$ cat src/rtl/mc_controller_if.sv
// Control bundle between the multicycle controller and its shared-memory datapath.
// The controller side is the master; the datapath (and any bench) is the slave.
interface mc_controller_if;
  logic [6:0] op;
  logic [2:0] funct3;
  logic       funct7b5;
  logic       zero;
  logic       mem_ready;

  logic       mem_req;
  logic       PCWrite;
  logic       AdrSrc;
  logic       MemWrite;
  logic       IRWrite;
  logic [1:0] ResultSrc;
  logic [1:0] ALUSrcA;
  logic [1:0] ALUSrcB;
  logic [2:0] ALUControl;
  logic [1:0] ImmSrc;
  logic       RegWrite;
  logic       illegal_op;
  logic [3:0] state_dbg;

  modport master (
    input  op, funct3, funct7b5, zero, mem_ready,
    output mem_req, PCWrite, AdrSrc, MemWrite, IRWrite, ResultSrc, ALUSrcA,
           ALUSrcB, ALUControl, ImmSrc, RegWrite, illegal_op, state_dbg
  );

  modport slave (
    output op, funct3, funct7b5, zero, mem_ready,
    input  mem_req, PCWrite, AdrSrc, MemWrite, IRWrite, ResultSrc, ALUSrcA,
           ALUSrcB, ALUControl, ImmSrc, RegWrite, illegal_op, state_dbg
  );
endinterface

$ cat src/rtl/mc_controller.sv
// Moore FSM sequencing a unified-memory RV32I-subset datapath; 3-5 cycles per instruction.
// Stalls in FETCH/MEMREAD/MEMWRITE until mem_ready, holding every output stable meanwhile.
module mc_controller (
  input  logic           clk,
  input  logic           reset,
  mc_controller_if.master bus
);

  typedef enum logic [3:0] {
    S_FETCH    = 4'd0,
    S_DECODE   = 4'd1,
    S_MEMADR   = 4'd2,
    S_MEMREAD  = 4'd3,
    S_MEMWB    = 4'd4,
    S_MEMWRITE = 4'd5,
    S_EXECR    = 4'd6,
    S_EXECI    = 4'd7,
    S_ALUWB    = 4'd8,
    S_BEQ      = 4'd9,
    S_JAL      = 4'd10
  } state_e;

  localparam logic [6:0] OP_LW   = 7'b0000011;
  localparam logic [6:0] OP_SW   = 7'b0100011;
  localparam logic [6:0] OP_R    = 7'b0110011;
  localparam logic [6:0] OP_I    = 7'b0010011;
  localparam logic [6:0] OP_JAL  = 7'b1101111;
  localparam logic [6:0] OP_BEQ  = 7'b1100011;

  localparam logic [2:0] ALU_ADD = 3'b000;
  localparam logic [2:0] ALU_SUB = 3'b001;
  localparam logic [2:0] ALU_AND = 3'b010;
  localparam logic [2:0] ALU_OR  = 3'b011;
  localparam logic [2:0] ALU_SLT = 3'b101;

  state_e     state_q, state_d;
  logic [1:0] alu_op;
  logic       mem_req, pc_write, adr_src, mem_write, ir_write, reg_write, illegal_op;
  logic [1:0] result_src, alu_src_a, alu_src_b, imm_src;
  logic [2:0] alu_control;

  always_ff @(posedge clk or posedge reset) begin
    if (reset) state_q <= S_FETCH;
    else       state_q <= state_d;
  end

  always_comb begin
    state_d    = S_FETCH;
    mem_req    = 1'b0;
    pc_write   = 1'b0;
    adr_src    = 1'b0;
    mem_write  = 1'b0;
    ir_write   = 1'b0;
    reg_write  = 1'b0;
    illegal_op = 1'b0;
    result_src = 2'b00;
    alu_src_a  = 2'b00;
    alu_src_b  = 2'b00;
    alu_op     = 2'b00;
    case (state_q)
      S_FETCH: begin
        // PC+4 is formed and latched in the same cycle the instruction lands
        mem_req    = 1'b1;
        alu_src_b  = 2'b10;
        result_src = 2'b10;
        ir_write   = bus.mem_ready;
        pc_write   = bus.mem_ready;
        state_d    = bus.mem_ready ? S_DECODE : S_FETCH;
      end
      S_DECODE: begin
        alu_src_a = 2'b01;
        alu_src_b = 2'b01;
        case (bus.op)
          OP_LW, OP_SW: state_d = S_MEMADR;
          OP_R:         state_d = S_EXECR;
          OP_I:         state_d = S_EXECI;
          OP_JAL:       state_d = S_JAL;
          OP_BEQ:       state_d = S_BEQ;
          default: begin
            state_d    = S_FETCH;
            illegal_op = 1'b1;
          end
        endcase
      end
      S_MEMADR: begin
        alu_src_a = 2'b10;
        alu_src_b = 2'b01;
        state_d   = bus.op[5] ? S_MEMWRITE : S_MEMREAD;
      end
      S_MEMREAD: begin
        mem_req = 1'b1;
        adr_src = 1'b1;
        state_d = bus.mem_ready ? S_MEMWB : S_MEMREAD;
      end
      S_MEMWB: begin
        result_src = 2'b01;
        reg_write  = 1'b1;
        state_d    = S_FETCH;
      end
      S_MEMWRITE: begin
        mem_req   = 1'b1;
        adr_src   = 1'b1;
        mem_write = 1'b1;
        state_d   = bus.mem_ready ? S_FETCH : S_MEMWRITE;
      end
      S_EXECR: begin
        alu_src_a = 2'b10;
        alu_src_b = 2'b00;
        alu_op    = 2'b10;
        state_d   = S_ALUWB;
      end
      S_EXECI: begin
        alu_src_a = 2'b10;
        alu_src_b = 2'b01;
        alu_op    = 2'b10;
        state_d   = S_ALUWB;
      end
      S_ALUWB: begin
        reg_write = 1'b1;
        state_d   = S_FETCH;
      end
      S_JAL: begin
        // OldPC+4 goes to rd via ALUWB while the jump target from DECODE loads PC
        alu_src_a = 2'b01;
        alu_src_b = 2'b10;
        pc_write  = 1'b1;
        state_d   = S_ALUWB;
      end
      S_BEQ: begin
        alu_src_a = 2'b10;
        alu_src_b = 2'b00;
        alu_op    = 2'b01;
        pc_write  = bus.zero;
        state_d   = S_FETCH;
      end
      default: state_d = S_FETCH;
    endcase
  end

  always_comb begin
    alu_control = ALU_ADD;
    case (alu_op)
      2'b01: alu_control = ALU_SUB;
      2'b10: begin
        case (bus.funct3)
          3'b000:  alu_control = (bus.op[5] & bus.funct7b5) ? ALU_SUB : ALU_ADD;
          3'b010:  alu_control = ALU_SLT;
          3'b110:  alu_control = ALU_OR;
          3'b111:  alu_control = ALU_AND;
          default: alu_control = ALU_ADD;
        endcase
      end
      default: alu_control = ALU_ADD;
    endcase
  end

  always_comb begin
    case (bus.op)
      OP_SW:   imm_src = 2'b01;
      OP_BEQ:  imm_src = 2'b10;
      OP_JAL:  imm_src = 2'b11;
      default: imm_src = 2'b00;
    endcase
  end

  assign bus.mem_req    = mem_req;
  assign bus.PCWrite    = pc_write;
  assign bus.AdrSrc     = adr_src;
  assign bus.MemWrite   = mem_write;
  assign bus.IRWrite    = ir_write;
  assign bus.ResultSrc  = result_src;
  assign bus.ALUSrcA    = alu_src_a;
  assign bus.ALUSrcB    = alu_src_b;
  assign bus.ALUControl = alu_control;
  assign bus.ImmSrc     = imm_src;
  assign bus.RegWrite   = reg_write;
  assign bus.illegal_op = illegal_op;
  assign bus.state_dbg  = state_q;

endmodule

$ cat src/flat_wrapper.sv
// flat-port wrapper written by rule: the top's interface ports become plain ports
module mc_controller_flat 
  (clk, reset, bus_op, bus_funct3, bus_funct7b5, bus_zero, bus_mem_ready, bus_mem_req, bus_PCWrite, bus_AdrSrc, bus_MemWrite, bus_IRWrite, bus_ResultSrc, bus_ALUSrcA, bus_ALUSrcB, bus_ALUControl, bus_ImmSrc, bus_RegWrite, bus_illegal_op, bus_state_dbg);
  mc_controller_if bus_i ();
  input  logic clk;
  input  logic reset;
  input wire logic [$bits(bus_i.op)-1:0] bus_op;
  input wire logic [$bits(bus_i.funct3)-1:0] bus_funct3;
  input wire logic [$bits(bus_i.funct7b5)-1:0] bus_funct7b5;
  input wire logic [$bits(bus_i.zero)-1:0] bus_zero;
  input wire logic [$bits(bus_i.mem_ready)-1:0] bus_mem_ready;
  output wire logic [$bits(bus_i.mem_req)-1:0] bus_mem_req;
  output wire logic [$bits(bus_i.PCWrite)-1:0] bus_PCWrite;
  output wire logic [$bits(bus_i.AdrSrc)-1:0] bus_AdrSrc;
  output wire logic [$bits(bus_i.MemWrite)-1:0] bus_MemWrite;
  output wire logic [$bits(bus_i.IRWrite)-1:0] bus_IRWrite;
  output wire logic [$bits(bus_i.ResultSrc)-1:0] bus_ResultSrc;
  output wire logic [$bits(bus_i.ALUSrcA)-1:0] bus_ALUSrcA;
  output wire logic [$bits(bus_i.ALUSrcB)-1:0] bus_ALUSrcB;
  output wire logic [$bits(bus_i.ALUControl)-1:0] bus_ALUControl;
  output wire logic [$bits(bus_i.ImmSrc)-1:0] bus_ImmSrc;
  output wire logic [$bits(bus_i.RegWrite)-1:0] bus_RegWrite;
  output wire logic [$bits(bus_i.illegal_op)-1:0] bus_illegal_op;
  output wire logic [$bits(bus_i.state_dbg)-1:0] bus_state_dbg;
  assign bus_i.op = bus_op;
  assign bus_i.funct3 = bus_funct3;
  assign bus_i.funct7b5 = bus_funct7b5;
  assign bus_i.zero = bus_zero;
  assign bus_i.mem_ready = bus_mem_ready;
  assign bus_mem_req = bus_i.mem_req;
  assign bus_PCWrite = bus_i.PCWrite;
  assign bus_AdrSrc = bus_i.AdrSrc;
  assign bus_MemWrite = bus_i.MemWrite;
  assign bus_IRWrite = bus_i.IRWrite;
  assign bus_ResultSrc = bus_i.ResultSrc;
  assign bus_ALUSrcA = bus_i.ALUSrcA;
  assign bus_ALUSrcB = bus_i.ALUSrcB;
  assign bus_ALUControl = bus_i.ALUControl;
  assign bus_ImmSrc = bus_i.ImmSrc;
  assign bus_RegWrite = bus_i.RegWrite;
  assign bus_illegal_op = bus_i.illegal_op;
  assign bus_state_dbg = bus_i.state_dbg;
  mc_controller u_core (.clk(clk), .reset(reset), .bus(bus_i));
endmodule
$ cat config.mk
export PLATFORM = sky130hd
export DESIGN_NAME = mc_controller_flat
export DESIGN_NICKNAME = d
export VERILOG_FILES = /design/src/rtl/mc_controller_if.sv /design/src/rtl/mc_controller.sv /design/src/flat_wrapper.sv
export SDC_FILE = /design/constraint.sdc
export NUM_CORES = 1
export LEC_CHECK = 0
export BUFFER_PORTS_ARGS = -buffer_cell sky130_fd_sc_hd__buf_2
export CORE_UTILIZATION = 45
export CTS_CLUSTER_DIAMETER = 200
export CTS_CLUSTER_SIZE = 10
export DETAILED_ROUTE_END_ITERATION = 12
export GPL_TIMING_DRIVEN = 0
export PLACE_DENSITY = 0.82
export SLEW_MARGIN = 20
export SYNTH_ARGS = -nofsm -noshare
export SYNTH_HDL_FRONTEND = slang
export SYNTH_SLANG_ARGS = --single-unit
$ cat constraint.sdc
create_clock -name clk -period 3.3 [get_ports clk]
set_input_delay 0.165 -clock clk [delete_from_list [all_inputs] [get_ports clk]]
set_output_delay 0.165 -clock clk [all_outputs]
set_load 0.03 [all_outputs]
# Word-level counts from Yosys, hierarchy flattened
# Index checks and enable logic that the tools add are counted.
# classes
eq_ne	21
n_mux	22
n_bitwise	1
reduce_logical	13
# op_table
operator	count
one-hot mux 4 bit (6 select lines)	1
one-hot mux 4 bit (5 select lines)	1
== test 4 x 3 -> 1 bit, second input constant	4
one-hot mux 2 bit (2 select lines)	4
== test 7 x 6 -> 1 bit, second input constant	2
== test 7 bit, second input constant	2
== test 4 bit, second input constant	3
one-hot mux 3 bit (4 select lines)	1
OR reduction 2 bit	6
2-to-1 mux 1 bit	9
2-to-1 mux 3 bit	3
OR reduction 3 bit	3
== test 4 x 2 -> 1 bit, second input constant	2
== test 7 x 2 -> 1 bit, second input constant	1
== test 7 x 5 -> 1 bit, second input constant	1
== test 3 bit, second input constant	2
one-hot mux 2 bit (3 select lines)	1
one-hot mux 3 bit (2 select lines)	1
OR reduction 6 bit	1
== test 4 x 1 -> 1 bit, second input constant	1
zero test 4 bit	1
OR reduction 4 bit	1
== test 3 x 2 -> 1 bit, second input constant	1
zero test 3 bit	1
other kinds (4)	4
# totals
register_bits	4
wordCells	58

# Logic depth before layout (Yosys ltp)
# depth
ltp_word	5
mapped_depth	7
mapped_depth_nobuf	6

# Worst setup path before layout
# No wires, ideal clock.
# synth_timing
kind	reg2out
startpoint	reg u_core.state_q[1] (netlist: u_core.bus.state_dbg[1])
endpoint	out bus_IRWrite
t_arrival_ps	2237
t_required_ps	3135
path_slack_ps	898
path_stages_with_launch	4
n_path_buf	1
path_cell_list	dfrtp_1 buf_4 nor4_1 and2_1
# synth_between
elab_chain_len	2
# synth_lines
element	line_no	source
start: declaration	mc_controller.sv:36	state_e state_q, state_d;
start signal: assignment	mc_controller.sv:44	else state_q <= state_d;
zero test 4 bit	mc_controller.sv:60	case (state_q)
2-to-1 mux 1 bit	mc_controller.sv:60	
end: declaration	flat_wrapper.sv:16	output wire logic [$bits(bus_i.IRWrite)-1:0] bus_IRWrite;
# Every way passes these cells.

# Worst setup path in the final report
# layout_timing
startpoint	reg u_core.state_q[1] (netlist: u_core.bus.state_dbg[1])
endpoint	out bus_ALUControl[0]
# layout_between
elab_chain_len	5
elab_cells_between_ends	8
classes_between	eq/ne (5); mux (2); reduce/logical (1)
# layout_lines
element	line_no	source
== test 4 x 3 -> 1 bit	mc_controller.sv:60	
OR reduction 2 bit (no source line)	--	
one-hot mux 2 bit (2 select lines) (*)	mc_controller.sv:60	
== test 2 bit or == test 2 x 1 -> 1 bit (tied branches)	mc_controller.sv:142	case (alu_op)
one-hot mux 3 bit (2 select lines) (*)	mc_controller.sv:142	
end: declaration	flat_wrapper.sv:20	output wire logic [$bits(bus_i.ALUControl)-1:0] bus_ALUControl;
# Mark *: on every way between the ends. The rest lies on a longest branch, timed or not.

==> out/qor.csv <==
metric;value;unit
areaGrowthSynthToFinish;37.07;%
avgViaCountPerCell;5.517;
routabilityCongestion;0.7019;
criticalPathCategory;flip-flop to primary output;
drc;0;
synth.distinct_cells;41;
cts-root-buf;clkbuf_4;
arrival;1.97;ns
finalCriticalPeriod;2.134;ns
timing.critical_path.cells;buf_4 -> nor2b_1 -> nand2_1 -> inv_1 -> ha_1 -> nand4_1 -> a21oi_1 -> buf_2;
die_area;1541;um^2
ys_seq_area_share;16.03;%
cts_buffers;3;
hold_ws;0.2444;ns
synth_nets;105;
max_freq;468.7;MHz
drtIter0Drc;18;
boundaryPins;37;
layout.cells.non_filler;143;
wl_per_cell;12.49;um
fin_crit_sh;64.65;%
syn-mean-instance-area;7.095;um^2
worst_slew_pin_slew;0.3334;ns
dp_slack;1.431;ns
grt_pass1_wl;2704;um
cp_max_fo;10;
async_flop_share;100.0;%
skew;0.004789;ns
tns;0;ns
slowest_delay;0.41;ns
synth_edf_count;0;
post_cts_buffers;0;
cts.reportedPaths.clkPinSlew;0.04;ns
cts.path.max_buffers;2;
rsz0062_at_grt;false;
routed-wl-met3;124;um
antenna_found_initial;0;
finalSetupViolations;0;
m1WireLength;727;um
htree_levels;1;
num_antenna_cells;0;
hp-class;input port to flip-flop;
critPathRequiredTime;3.13;ns
finalHoldViolCount;0;
syn-cell-area;624.3;um^2
dp_hpwl;1386;um
layout_commonest_cell;buf_2;
route.met2.wl;921;um
grt_usage;25.80;%
crit_family;simple AND/OR/NAND/NOR gates;
fin_ws;1.166;ns
cts_sinks;4;
timing.slew.headroom;77.57;%
drv_cap;0;
die_w;39.25;um
maxUsedRoutingLayer;met4;
peakVddDrop;0.0002641;V
cp-end-kind;primary output;
die_y;39.25;um
largest_reg_flops;4;
finalMaxSlewViolations;0;
clk_latency;0.24;ns
overflow;0;
placed_cells;139;
cts.repair.resized;0;
startpoint_type;flip-flop;
start_util;47.98;%
tritoncts;built;
ys.flop_type;dfrtp_1;
final_cell_mix;buf_2, nor2_1, inv_1;
drive_above_1_share;37.50;%
yosysWarnings;0;
core;1301;um^2
ys_ff_latch;4;
syn_inst;88;
first_pass_iters;4;
row_count;13;
path_buf_inv;3;
drtAntennaViolNets;0;
holdBufCountCts;1;
powerDensity;279.0;nW/um^2
p_leak;0.4583;nW
fin_nets;147;
grt_pass1_vias;640;
fill_cells;132;
slowest_stage;dfrtp_1;
status;finished, final reports clean;
via_count;789;
routed_wl;1786;um
port_buffers;36;
grt_start_max_net_pins;11;
==> kinds of logic (layout without fill, tap and decap cells) <==
kind of cell / after synthesis / count (layout) / share of synthesized area [%]
AOI/OAI and AO/OA: 19 / 19 / 20.24
xor gates and xnor gates: 3 / 3 / 4.209
muxes: 2 / 2 / 3.407
buffers and inverters: 12 / 52 / 9.620
DFF: 4 / 4 / 16.03
and+or+nand+nor: 46 / 46 / 42.49
adders and majority gates: 2 / 2 / 4.007
==> metrics by stage <==
| step | utilization, % | total power, mW | instance area, um^2 |
|---|---|---|---|
| 2_1_floorplan | - | 0.1381 | 624.3 |
| 3_3_place_gp | 63.27 | 0.1737 | 823.3 |
| 3_5_place_dp | 63.27 | 0.1764 | 823.3 |
| 4_1_cts | 65.77 | 0.2402 | 855.8 |
| 5_1_grt | 65.77 | 0.2554 | 855.8 |
| 6_report | 65.77 | 0.2388 | 855.8 |
==> area by class of cell <==
class / instances / area, um^2 / area share [%]
sequential: 4 / 100.1 / 11.70
clock buffer: 3 / 22.52 / 2.632
timing repair buffer: 37 / 190.2 / 22.22
buffer: 5 / 33.78 / 3.947
inverter: 7 / 26.28 / 3.070
tap: 15 / 18.77 / 2.193
multi-input combinational: 72 / 464.2 / 54.24
==> path summary, 6_finish.rpt <==
path / start / endpoint / slack [ns] / cells past startpoint
hold reg to reg: u_core.bus.state_dbg[1] / u_core.bus.state_dbg[1] / 0.70 / 3
setup / recovery: u_core.bus.state_dbg[1] / bus_ALUControl[0] / 1.17 / 8
setup reg to reg: u_core.bus.state_dbg[3] / u_core.bus.state_dbg[2] / 1.90 / 3
max in group asynchronous: reset / u_core.bus.state_dbg[1] / 2.80 / 3
min in group asynchronous: reset / u_core.bus.state_dbg[2] / 0.35 / 3
hold / removal: bus_op[6] / u_core.bus.state_dbg[2] / 0.24 / 2
==> power by group <==
group | switching (mW) | total, mW | internal, mW
combinational | 0.0814 | 0.124 | 0.0423
clock | 0.0206 | 0.0613 | 0.0407
sequential | 0.00206 | 0.0538 | 0.0517
==> Yosys cell counts (2+ instances only) <==
cell type | instances | area (um^2)
inv_1 | 7 | 26.28
nor2b_1 | 3 | 18.77
nor3_1 | 3 | 15.01
xnor2_1 | 2 | 17.52
nand3_1 | 5 | 25.02
and2_1 | 3 | 18.77
dfrtp_1 | 4 | 100.1
or2_2 | 2 | 12.51
buf_2 | 3 | 15.01
nand3b_1 | 3 | 22.52
nand4_1 | 3 | 18.77
nor2_1 | 8 | 30.03
nand2_1 | 6 | 22.52
o21ai_0 | 3 | 15.01
a21oi_1 | 6 | 30.03
ha_1 | 2 | 25.02
==> per-layer routing <==
metal  vias up  global-route usage, %
met3         2                  7.386
met2        36                  49.17
met5         -                      0
li1        397                      -
met1       354                  27.34
met4         0                  6.034
==> worst register-to-register path, stage by stage, from the launching register on <==
cell	delay, ns
dfrtp_1	0.47
nor4b_2	0.39
nand3_1	0.16
o311ai_1	0.28
(Power assumes the default switching activity.)
